**src/rtl/peribus_pkg.sv**
```systemverilog
// Shared types and constants for the two-port peripheral bus arbiter.
package peribus_pkg;

    typedef enum logic [1:0] {
        ST_IDLE  = 2'd0,
        ST_ISSUE = 2'd1,
        ST_WAIT  = 2'd2,
        ST_DONE  = 2'd3
    } state_t;

    localparam logic [15:0] DEAD_VALUE = 16'hDEAD;
    localparam int          REQ_CPU    = 0;
    localparam int          REQ_DMA    = 1;

    function automatic logic [1:0] onehot(input logic idx);
        return idx ? 2'b10 : 2'b01;
    endfunction

endpackage

```
**src/rtl/peribus_arbiter.sv**
```systemverilog
// Round-robin arbiter granting a CPU and a DMA requester single transactions
// on a shared peripheral bus, with a bounded wait for bus_ready.
module peribus_arbiter
    import peribus_pkg::*;
#(
    parameter int ADDR_W  = 8,
    parameter int DATA_W  = 16,
    parameter int TIMEOUT = 15
) (
    input  logic              peribus_clock,
    input  logic              reset_bar,
    input  logic [1:0]        req,
    input  logic [1:0]        we,
    input  logic [ADDR_W-1:0] addr0,
    input  logic [ADDR_W-1:0] addr1,
    input  logic [DATA_W-1:0] wdata0,
    input  logic [DATA_W-1:0] wdata1,
    output logic [1:0]        gnt,
    output logic [1:0]        done,
    output logic [1:0]        err,
    output logic [DATA_W-1:0] rdata,
    output logic [ADDR_W-1:0] bus_addr,
    output logic [DATA_W-1:0] bus_wdata,
    output logic              bus_we,
    output logic              bus_re,
    input  logic [DATA_W-1:0] bus_rdata,
    input  logic              bus_ready
);

    localparam int CNT_W = (TIMEOUT < 2) ? 1 : $clog2(TIMEOUT + 1);

    state_t            state_reg;
    logic [1:0]        gnt_reg;
    logic [1:0]        done_reg;
    logic [1:0]        err_reg;
    logic              we_reg;
    logic              bus_we_reg;
    logic              bus_re_reg;
    logic [ADDR_W-1:0] bus_addr_reg;
    logic [DATA_W-1:0] bus_wdata_reg;
    logic [DATA_W-1:0] rdata_reg;
    logic [CNT_W-1:0]  cnt_reg;
    logic              last_gnt_reg;

    logic              pick_idx;
    logic [CNT_W-1:0]  cnt_plus;
    logic              in_xfer;
    logic              expired;
    logic              finish;

    // On a tie the requester that was not served last wins.
    always_comb begin
        pick_idx = req[REQ_DMA] && (!req[REQ_CPU] || !last_gnt_reg);
        cnt_plus = cnt_reg + 1'b1;
        in_xfer  = (state_reg == ST_ISSUE) || (state_reg == ST_WAIT);
        expired  = (state_reg == ST_WAIT) && !bus_ready && (cnt_plus == CNT_W'(TIMEOUT));
        finish   = in_xfer && (bus_ready || expired);
    end

    always_ff @(posedge peribus_clock or negedge reset_bar) begin
        if (!reset_bar) begin
            state_reg     <= ST_IDLE;
            gnt_reg       <= 2'b00;
            done_reg      <= 2'b00;
            err_reg       <= 2'b00;
            we_reg        <= 1'b0;
            bus_we_reg    <= 1'b0;
            bus_re_reg    <= 1'b0;
            bus_addr_reg  <= '0;
            bus_wdata_reg <= '0;
            rdata_reg     <= '0;
            cnt_reg       <= '0;
            last_gnt_reg  <= 1'b1;
        end else begin
            bus_we_reg <= 1'b0;
            bus_re_reg <= 1'b0;
            done_reg   <= 2'b00;
            err_reg    <= 2'b00;
            case (state_reg)
                ST_IDLE: begin
                    if (|req) begin
                        state_reg     <= ST_ISSUE;
                        gnt_reg       <= onehot(pick_idx);
                        we_reg        <= we[pick_idx];
                        bus_we_reg    <= we[pick_idx];
                        bus_re_reg    <= !we[pick_idx];
                        bus_addr_reg  <= pick_idx ? addr1 : addr0;
                        bus_wdata_reg <= pick_idx ? wdata1 : wdata0;
                        cnt_reg       <= '0;
                    end
                end
                ST_ISSUE, ST_WAIT: begin
                    if (finish) begin
                        state_reg <= ST_DONE;
                        done_reg  <= gnt_reg;
                        err_reg   <= expired ? gnt_reg : 2'b00;
                        if (!we_reg) begin
                            rdata_reg <= expired ? DATA_W'(DEAD_VALUE) : bus_rdata;
                        end
                    end else begin
                        state_reg <= ST_WAIT;
                        cnt_reg   <= (state_reg == ST_WAIT) ? cnt_plus : '0;
                    end
                end
                ST_DONE: begin
                    state_reg     <= ST_IDLE;
                    gnt_reg       <= 2'b00;
                    bus_addr_reg  <= '0;
                    bus_wdata_reg <= '0;
                    last_gnt_reg  <= gnt_reg[REQ_DMA];
                end
                default: state_reg <= ST_IDLE;
            endcase
        end
    end

    assign gnt       = gnt_reg;
    assign done      = done_reg;
    assign err       = err_reg;
    assign rdata     = rdata_reg;
    assign bus_addr  = bus_addr_reg;
    assign bus_wdata = bus_wdata_reg;
    assign bus_we    = bus_we_reg;
    assign bus_re    = bus_re_reg;

endmodule

```
**config.mk**
```make
export PLATFORM = sky130hd
export DESIGN_NAME = peribus_arbiter
export DESIGN_NICKNAME = d
export VERILOG_FILES = /design/src/rtl/peribus_pkg.sv /design/src/rtl/peribus_arbiter.sv
export SDC_FILE = /design/constraint.sdc
export NUM_CORES = 1
export LEC_CHECK = 0
export ABC_CLOCK_PERIOD_IN_PS = 3200
export CAP_MARGIN = 20
export CORE_ASPECT_RATIO = 2
export CORE_MARGIN = 10
export CORE_UTILIZATION = 30
export CTS_BUF_LIST = sky130_fd_sc_hd__clkbuf_8
export DETAILED_ROUTE_END_ITERATION = 10
export PLACE_DENSITY = 0.71
export SKIP_LAST_GASP = 1
export SLEW_MARGIN = 30
export SYNTH_ARGS = -nofsm -noshare
export SYNTH_HDL_FRONTEND = slang
export SYNTH_SLANG_ARGS = --single-unit
```
**constraint.sdc**
```tcl
create_clock -name peribus_clock -period 3.2 [get_ports peribus_clock]
set_input_delay 0.48 -clock peribus_clock [delete_from_list [all_inputs] [get_ports peribus_clock]]
set_output_delay 0.48 -clock peribus_clock [all_outputs]
set_load 0.1 [all_outputs]
```
==> flow_summary_export.csv, run 1 <==
group,metric,value,unit
synth,synth_cells,201,
detailed_routing,drtIter0Drc,118,
synth,ys_warn_count,0,
critical_path,critPathTopFamily,"buffers and inverters",
worst_hold_path,hp-class,"input pin to asynchronous set/reset pin",
cts,post_cts_buffers,0,
sta,max_slew.worst_pin.slew,0.9820,ns
critical_path,crit_type,"flip-flop to output port",
floorplanning,fp.dieArea,12150,µm²
detailed_routing,vias,2051,
placement,gp_congestion,0.7890,
placement,hpwl,5.701,mm
synth,avgSynthCellArea,11.88,µm²
synth,synth_edf_count,0,
sta,period_needed,2.303,ns
cts,cts_max_level,2,
sta,slew_violations,0,
synth,ys_ff_latch,56,
cells_and_area,final_nets,396,
global_routing,grt_usage,11.56,%
cells_and_area,drive_above_1_share,22.43,%
global_routing,grt_pass1_wl,11.66,mm
synth,syn_nets,277,
critical_path,start_kind,"flip-flop",
synth,yosys.area.top_type,"dfrtp_1",
detailed_routing,post-route-drc-count,0,
placement,placed_area,3568,µm²
synth,synth.distinct_cells,38,
cells_and_area,layout_common_cells,"clkdlybuf4s50_1, dfrtp_1, buf_4",
cts,cts_sinks,56,
floorplanning,start_util,30.51,%
cts,cts_hold_buf,0,
floorplanning,rows,46,
critical_path,r2r_start,"state_reg[1]",
cts,insertion_delay,0.32,ns
placement,io_buffers,118,
critical_path,crit_buf_inv,1,
critical_path,critPathMaxStageDelay,1.15,ns
cells_and_area,antenna_cells,0,
cts,cts_tree,"built",
sta,period_share,71.96,%
cts,cts_root_buffer,"clkbuf_8",
synth,ys_seq_area_share,58.72,%
cells_and_area,final_area,3662,µm²
critical_path,rrSetupSlack,1.12,ns
critical_path,cp-end-kind,"output port",
synth,synth_top_area_share,57.62,%
cells_and_area,layout_commonest_cell,"clkdlybuf4s50_1",
floorplanning,pin_count,119,
floorplanning,die_w,83.10,µm
detailed_routing,routed_wl,6.999,mm
detailed_routing,firstDrtPassIters,7,
global_routing,grt_start_max_net_pins,36,
cts,cts_resized,0,
sta,setup_viol,0,
synth,synth_area_leaders,"dfrtp_1, a222oi_1, inv_1, o22a_2, ha_1",
synth,syn_area,2389,µm²
sta,fmaxAchievable,434.3,MHz
sta,maxSlewHeadroom,34.33,%
cts,clk_path_buf_depth,2,
detailed_routing,via_per_inst,4.918,
detailed_routing,drtAntennaViolNets,0,
global_routing,overflow,0,
synth,synthArstFlopShare,100.0,%
critical_path,reg2regPathDepth,6,
job,cap_violations,0,
global_routing,grt_pass1_vias,2341,
critical_path,crit_chain,"clkdlybuf4s50_1",
cells_and_area,nFillCells,740,
critical_path,r2r-end,"cnt_reg[3]",
global_routing,antenna_found_initial,0,
floorplanning,die_h,146.2,µm
synth,synth_top_flop_cell,"dfrtp_1",
sta,rsz0062_at_grt,"false",
critical_path,slowest_stage,"clkdlybuf4s50_1",
cts,cts_inserted_buffers,5,
critical_path,required,2.72,ns
sta,tns,0,ns
floorplanning,core_area,7828,µm²
sta,hold_viol,0,
cts,clkTransAtPathRegs,0.10,ns
detailed_routing,drt-wirelength-per-cell,16.78,µm
critical_path,cp_data_arrival_time,1.82,ns
sta,finClkSkew,0.01294,ns
outcome,status,"completed",
cells_and_area,area_growth,53.33,%
critical_path,crit_path_max_fanout,2,
==> cells by family (layout without fill, tap and decap cells) <==
kind of cell / count (synthesis) / after routing / synth area share, %
xor+xnor: 1 / 1 / 0.3668
mux: 4 / 4 / 1.781
flops: 56 / 56 / 58.72
compound gates: 58 / 58 / 21.06
fa+ha+maj: 5 / 5 / 2.619
buf+inv: 44 / 164 / 7.229
simple gates: 33 / 33 / 8.224
==> cell type report <==
type / instances / area, µm² / share of cell area [%]
Inverter: 36 / 135.1 / 3.690
Tap cell: 96 / 120.1 / 3.280
Multi-Input combinational cell: 101 / 824.5 / 22.51
Clock inverter: 3 / 17.52 / 0.4783
Sequential cell: 56 / 1403 / 38.30
Clock buffer: 5 / 68.82 / 1.879
Timing Repair Buffer: 120 / 1094 / 29.86
==> worst reg2reg max path: cells and delay by family (launching register included) <==
kind | cells | cell delay (ns)
AOI/OAI and AO/OA | 3 | 0.85
adders and majority gates | 1 | 0.42
buffers and inverters | 1 | 0.06
DFF | 1 | 0.39
and+or+nand+nor | 1 | 0.23
==> metal layers <==
| layer | routed length [µm] | up-vias | global-route usage (%) |
|---|---|---|---|
| met5 | 0 | - | 0 |
| li1 | - | 967 | - |
| met1 | 3034 | 929 | 13.65 |
| met2 | 2813 | 146 | 16.23 |
| met3 | 994 | 9 | 7.075 |
| met4 | 156 | 0 | 5.137 |
==> through the flow <==
| step | hold WS (ns) | setup slack, ns | cells | utilization (%) |
|---|---|---|---|---|
| 3_3_place_gp | 0.4777 | 1.001 | 409 | 45.59 |
| 2_1_floorplan | 0.1844 | 1.341 | 201 | - |
| 4_1_cts | 0.2308 | 0.8751 | 417 | 46.69 |
| 3_5_place_dp | 0.4798 | 0.8951 | 409 | 45.59 |
| 5_1_grt | 0.2636 | 0.8533 | 417 | 46.79 |
| 6_report | 0.2157 | 0.8972 | 417 | 46.79 |
==> how the worst max path moves through the flow <==
stage	startpoint	depth (start not counted)	slack (ns)	endpoint
CTS	rdata[10]	1	0.88	rdata[10]
finish	rdata[10]	1	0.90	rdata[10]
floorplan	cnt_reg[0]	6	1.34	cnt_reg[1]
global route	rdata[10]	1	0.85	rdata[10]
detailed placement	req[1]	5	0.90	bus_wdata[0]
global placement	req[1]	5	1.00	bus_addr[2]
==> synth_stat cells (2+ instances only) <==
master	number
a21o_1	2
a21oi_1	2
a222oi_1	24
and2_1	2
and3_1	5
clkbuf_1	7
dfrtp_1	55
ha_1	5
inv_1	36
mux2_2	2
mux2i_1	2
nand2_1	11
nand3_1	2
nor2_1	3
nor2b_1	2
o21ai_0	9
o22a_2	11
Power of run 1 is left out: the tool's default activity adds up to more than one toggle a clock period on the data nets, which glitch-free logic cannot reach.
==> run 2: changes to the inputs <==
--- a/config.mk
+++ b/config.mk
@@ -5,7 +5,7 @@
 export SDC_FILE = /design/constraint.sdc
 export NUM_CORES = 1
 export LEC_CHECK = 0
-export ABC_CLOCK_PERIOD_IN_PS = 3200
+export ABC_CLOCK_PERIOD_IN_PS = 2250
 export CAP_MARGIN = 20
 export CORE_ASPECT_RATIO = 2
 export CORE_MARGIN = 10
==> constraint.sdc (replaced) <==
create_clock -name peribus_clock -period 2.25 [get_ports peribus_clock]
set_input_delay 0.3375 -clock peribus_clock [delete_from_list [all_inputs] [get_ports peribus_clock]]
set_output_delay 0.3375 -clock peribus_clock [all_outputs]
set_load 0.1 [all_outputs]
==> flow_summary_export.csv, run 2 (synthesis results as in run 1) <==
group,metric,value,unit
sta,period_share,92.20,%
cells_and_area,final_nets,401,
cells_and_area,drive_above_1_share,26.38,%
cts,post_cts_buffers,0,
floorplanning,core_area,7828,µm²
cells_and_area,multiInputGateArea,824.5,µm²
cells_and_area,area_growth,55.37,%
detailed_routing,routed_wl,7.064,mm
cts,cts_max_level,2,
global_routing,grt_pass1_vias,2307,
floorplanning,die_h,146.2,µm
critical_path,r2r_start,"cnt_reg[1]",
detailed_routing,firstDrtPassIters,9,
detailed_routing,via_per_inst,4.976,
floorplanning,start_util,30.51,%
detailed_routing,drt-wirelength-per-cell,16.74,µm
sta,slew_violations,0,
detailed_routing,post-route-drc-count,0,
detailed_routing,drtAntennaViolNets,0,
critical_path,start_kind,"flip-flop",
sta,period_needed,2.074,ns
detailed_routing,drtIter0Drc,139,
critical_path,timing.critical_path.to,"cnt_reg[1]",
critical_path,cp_data_arrival_time,2.28,ns
cells_and_area,final_area,3711,µm²
worst_hold_path,hp-class,"input pin to asynchronous set/reset pin",
cells_and_area,stdcell_count,422,
placement,gp_congestion,0.8270,
cts,cts_sinks,56,
cells_and_area,fin_util,47.41,%
placement,placed_area,3596,µm²
placement,post-place-cells,414,
sta,finClkSkew,0.01156,ns
sta,rsz0062_at_grt,"false",
critical_path,required,2.45,ns
placement,hpwl,5.593,mm
critical_path,crit_type,"flip-flop to flip-flop",
critical_path,rrSetupSlack,0.18,ns
critical_path,crit_path_max_fanout,6,
cts,cts_root_buffer,"clkbuf_8",
sta,hold_viol,0,
outcome,status,"completed",
cells_and_area,seq_area,1403,µm²
floorplanning,rows,46,
sta,maxSlewHeadroom,55.76,%
critical_path,reg2regPathDepth,7,
detailed_routing,vias,2100,
cts,cts_hold_buf,0,
global_routing,grt_start_max_net_pins,57,
sta,max_slew.worst_pin.slew,0.6611,ns
cells_and_area,nFillCells,726,
sta,tns,0,ns
global_routing,antenna_found_initial,0,
cells_and_area,layout_commonest_cell,"clkdlybuf4s50_1",
cts,cts_resized,0,
cts,insertion_delay,0.31,ns
critical_path,cp-end-kind,"flip-flop",
placement,io_buffers,118,
cts,clkTransAtPathRegs,0.09,ns
cells_and_area,layout_common_cells,"clkdlybuf4s50_1, dfrtp_1, buf_4",
job,cap_violations,0,
floorplanning,die_w,83.10,µm
critical_path,r2r-end,"cnt_reg[1]",
sta,fmaxAchievable,482.1,MHz
sta,setup_viol,0,
global_routing,overflow,0,
floorplanning,pin_count,119,
global_routing,grt_usage,11.33,%
global_routing,grt_pass1_wl,11.54,mm
cts,cts_tree,"built",
cts,cts_inserted_buffers,5,
cts,clk_path_buf_depth,2,
critical_path,setup.worst_path.start,"cnt_reg[1]",
cells_and_area,antenna_cells,0,
floorplanning,fp.dieArea,12150,µm²
run 2: metal layers:
metal	GRT usage, %	vias to the layer above	wire length (µm)
met5	0	-	0
met3	5.850	6	876
met2	15.72	142	2871
met4	4.623	0	91
li1	-	980	-
met1	14.35	972	3223
run 2: worst min path at each step:
| stage | from | to | slack (ns) | cells after the start |
|---|---|---|---|---|
| global route | reset_bar | err[0] | 0.02 | 2 |
| floorplan | reset_bar | bus_addr[0] | 0.04 | 0 |
| finish | reset_bar | done[0] | 0.003 | 2 |
| CTS | reset_bar | gnt[1] | 0.01 | 2 |
| detailed placement | reset_bar | rdata[8] | 0.36 | 2 |
| global placement | reset_bar | err[1] | 0.35 | 2 |
run 2: stage by stage:
stage                     setup slack [ns]  hold WS, ns
final                               0.1756     0.003371
after global routing               0.02148      0.02451
after detailed placement            0.1973       0.3598
after CTS                           0.1786      0.01303
after global placement              0.2750       0.3536
after floorplan                     0.3912      0.04191
run 2: cell type report:
cell class | instances | area share (%)
Clock inverter | 3 | 1.045
Inverter | 36 | 3.641
Timing Repair Buffer | 125 | 30.21
Tap cell | 96 | 3.237
Clock buffer | 5 | 1.854
Sequential cell | 56 | 37.80
Multi-Input combinational cell | 101 | 22.22
run 2: worst max-delay path: stages, from the launching register on:
cell and delay, ns:
dfrtp_1 0.46, ha_1 0.25, xnor2_1 0.14, nor3_2 0.24
a21boi_0 0.12, buf_4 0.16, o21ai_2 0.23, mux2_2 0.36
Power of run 2 is left out for the same reason.
==> run 3: changes to the inputs <==
--- a/config.mk
+++ b/config.mk
@@ -9,11 +9,10 @@
 export CAP_MARGIN = 20
 export CORE_ASPECT_RATIO = 2
 export CORE_MARGIN = 10
-export CORE_UTILIZATION = 30
+export CORE_UTILIZATION = 35
 export CTS_BUF_LIST = sky130_fd_sc_hd__clkbuf_8
 export DETAILED_ROUTE_END_ITERATION = 10
-export PLACE_DENSITY = 0.71
-export SKIP_LAST_GASP = 1
+export PLACE_DENSITY = 0.79
 export SLEW_MARGIN = 30
 export SYNTH_ARGS = -nofsm -noshare
 export SYNTH_HDL_FRONTEND = slang
==> flow_summary_export.csv, run 3 (synthesis results as in run 1) <==
group,metric,value,unit
floorplanning,die_h,136.8,µm
floorplanning,fp.dieArea,10730,µm²
cts,cts_sinks,56,
sta,hold_viol,0,
cts,clk_path_buf_depth,2,
global_routing,overflow,0,
cts,cts_max_level,2,
critical_path,cp_data_arrival_time,2.27,ns
detailed_routing,vias,2107,
critical_path,cp-end-kind,"flip-flop",
detailed_routing,via_per_inst,5.077,
sta,maxSlewHeadroom,54.06,%
cells_and_area,drive_above_1_share,26.61,%
cells_and_area,final_nets,402,
global_routing,grt_usage,13.26,%
cts,clkTransAtPathRegs,0.10,ns
global_routing,grt_pass1_wl,11.57,mm
critical_path,critPathMaxStageDelay,0.46,ns
detailed_routing,drtAntennaViolNets,0,
outcome,status,"completed",
cts,cts_root_buffer,"clkbuf_8",
cts,insertion_delay,0.31,ns
critical_path,start_kind,"flip-flop",
detailed_routing,top_layer_used,"met4",
placement,hpwl,5.759,mm
detailed_routing,route.met2.wl,4.029,mm
sta,slew_violations,0,
detailed_routing,wl_met3,477,µm
detailed_routing,drtIter0Drc,116,
detailed_routing,post-route-drc-count,0,
detailed_routing,routed_wl,7.133,mm
floorplanning,core_area,6621,µm²
floorplanning,die_w,78.42,µm
floorplanning,start_util,36.07,%
critical_path,crit_type,"flip-flop to flip-flop",
sta,finClkSkew,0.01104,ns
detailed_routing,drt-wirelength-per-cell,17.19,µm
cells_and_area,layout_common_cells,"clkdlybuf4s50_1, dfrtp_1, buf_4",
cts,cts_tree,"built",
sta,period_share,91.66,%
sta,tns,0,ns
worst_hold_path,hp-class,"input pin to asynchronous set/reset pin",
global_routing,grt_pass1_vias,2306,
placement,post-place-cells,406,
placement,io_buffers,118,
cts,cts_inserted_buffers,5,
sta,fmaxAchievable,484.9,MHz
placement,gp_congestion,0.8897,
sta,period_needed,2.062,ns
cts,post_cts_buffers,0,
critical_path,slowest_stage,"dfrtp_1",
cells_and_area,fin_util,56.25,%
cells_and_area,area_growth,55.95,%
global_routing,grt_start_max_net_pins,27,
critical_path,crit_chain,"ha_1, xnor2_1, nor3_2, a21boi_0, buf_4, o21ai_2, mux2_2",
detailed_routing,firstDrtPassIters,7,
cts,cts_resized,0,
cells_and_area,stdcell_count,415,
job,cap_violations,0,
cells_and_area,antenna_cells,0,
sta,setup_viol,0,
critical_path,required,2.46,ns
detailed_routing,drt-met1-wl,2.488,mm
sta,max_slew.worst_pin.slew,0.6866,ns
cells_and_area,layout_commonest_cell,"clkdlybuf4s50_1",
sta,rsz0062_at_grt,"false",
floorplanning,rows,42,
floorplanning,pin_count,119,
critical_path,crit_path_max_fanout,6,
global_routing,antenna_found_initial,0,
==> run 3: worst max-delay path: cells and delay by family (launching register included) <==
family,cells,cell delay [ns]
flip-flops,1,0.46
buffers and inverters,1,0.16
multiplexers,1,0.36
AND/OR/NAND/NOR,1,0.25
AO/OA/AOI/OAI,2,0.35
XOR/XNOR,1,0.14
adder cells (fa/ha/maj),1,0.24
==> run 3: final cells by class <==
type	count	area (µm²)
Timing Repair Buffer	126	1131
Fill cell	605	2897
Sequential cell	56	1403
Clock buffer	6	82.58
Tap cell	88	110.1
Multi-Input combinational cell	101	824.5
Inverter	36	135.1
Clock inverter	2	38.79
==> run 3: layer usage <==
| layer | vias to the layer above | track usage, % |
|---|---|---|
| li1 | 984 | - |
| met1 | 1027 | 13.40 |
| met2 | 88 | 24.40 |
| met3 | 8 | 3.745 |
| met4 | 0 | 5.812 |
| met5 | - | 0 |
==> run 3: worst paths after layout <==
check                            start           end  slack, ns  depth (start not counted)
setup / recovery            cnt_reg[1]    cnt_reg[1]       0.19                          7
hold / removal               reset_bar  bus_wdata[3]       0.48                          2
setup reg to reg            cnt_reg[1]    cnt_reg[1]       0.19                          7
hold reg to reg              rdata[12]     rdata[12]       0.50                          1
max in group asynchronous    reset_bar  last_gnt_reg       1.15                          3
min in group peribus_clock   rdata[12]     rdata[12]       0.50                          1
==> run 3: per-stage QoR <==
step	hold WS (ns)	cell area, µm²	setup WS [ns]
floorplan	0.04191	2389	0.3912
global placement	0.2937	3586	0.2271
detailed placement	0.3005	3593	0.2166
CTS	0.4830	3725	0.1938
global route	0.5099	3725	0.04223
finish	0.4762	3725	0.1876
==> run 3: what timing repair did <==
action                                  in CTS  in global routing
endpoints found under the hold margin       16                  0
hold buffers                                 1                  0
endpoints found under the setup margin       0                  0
Power of run 3 is left out for the same reason.
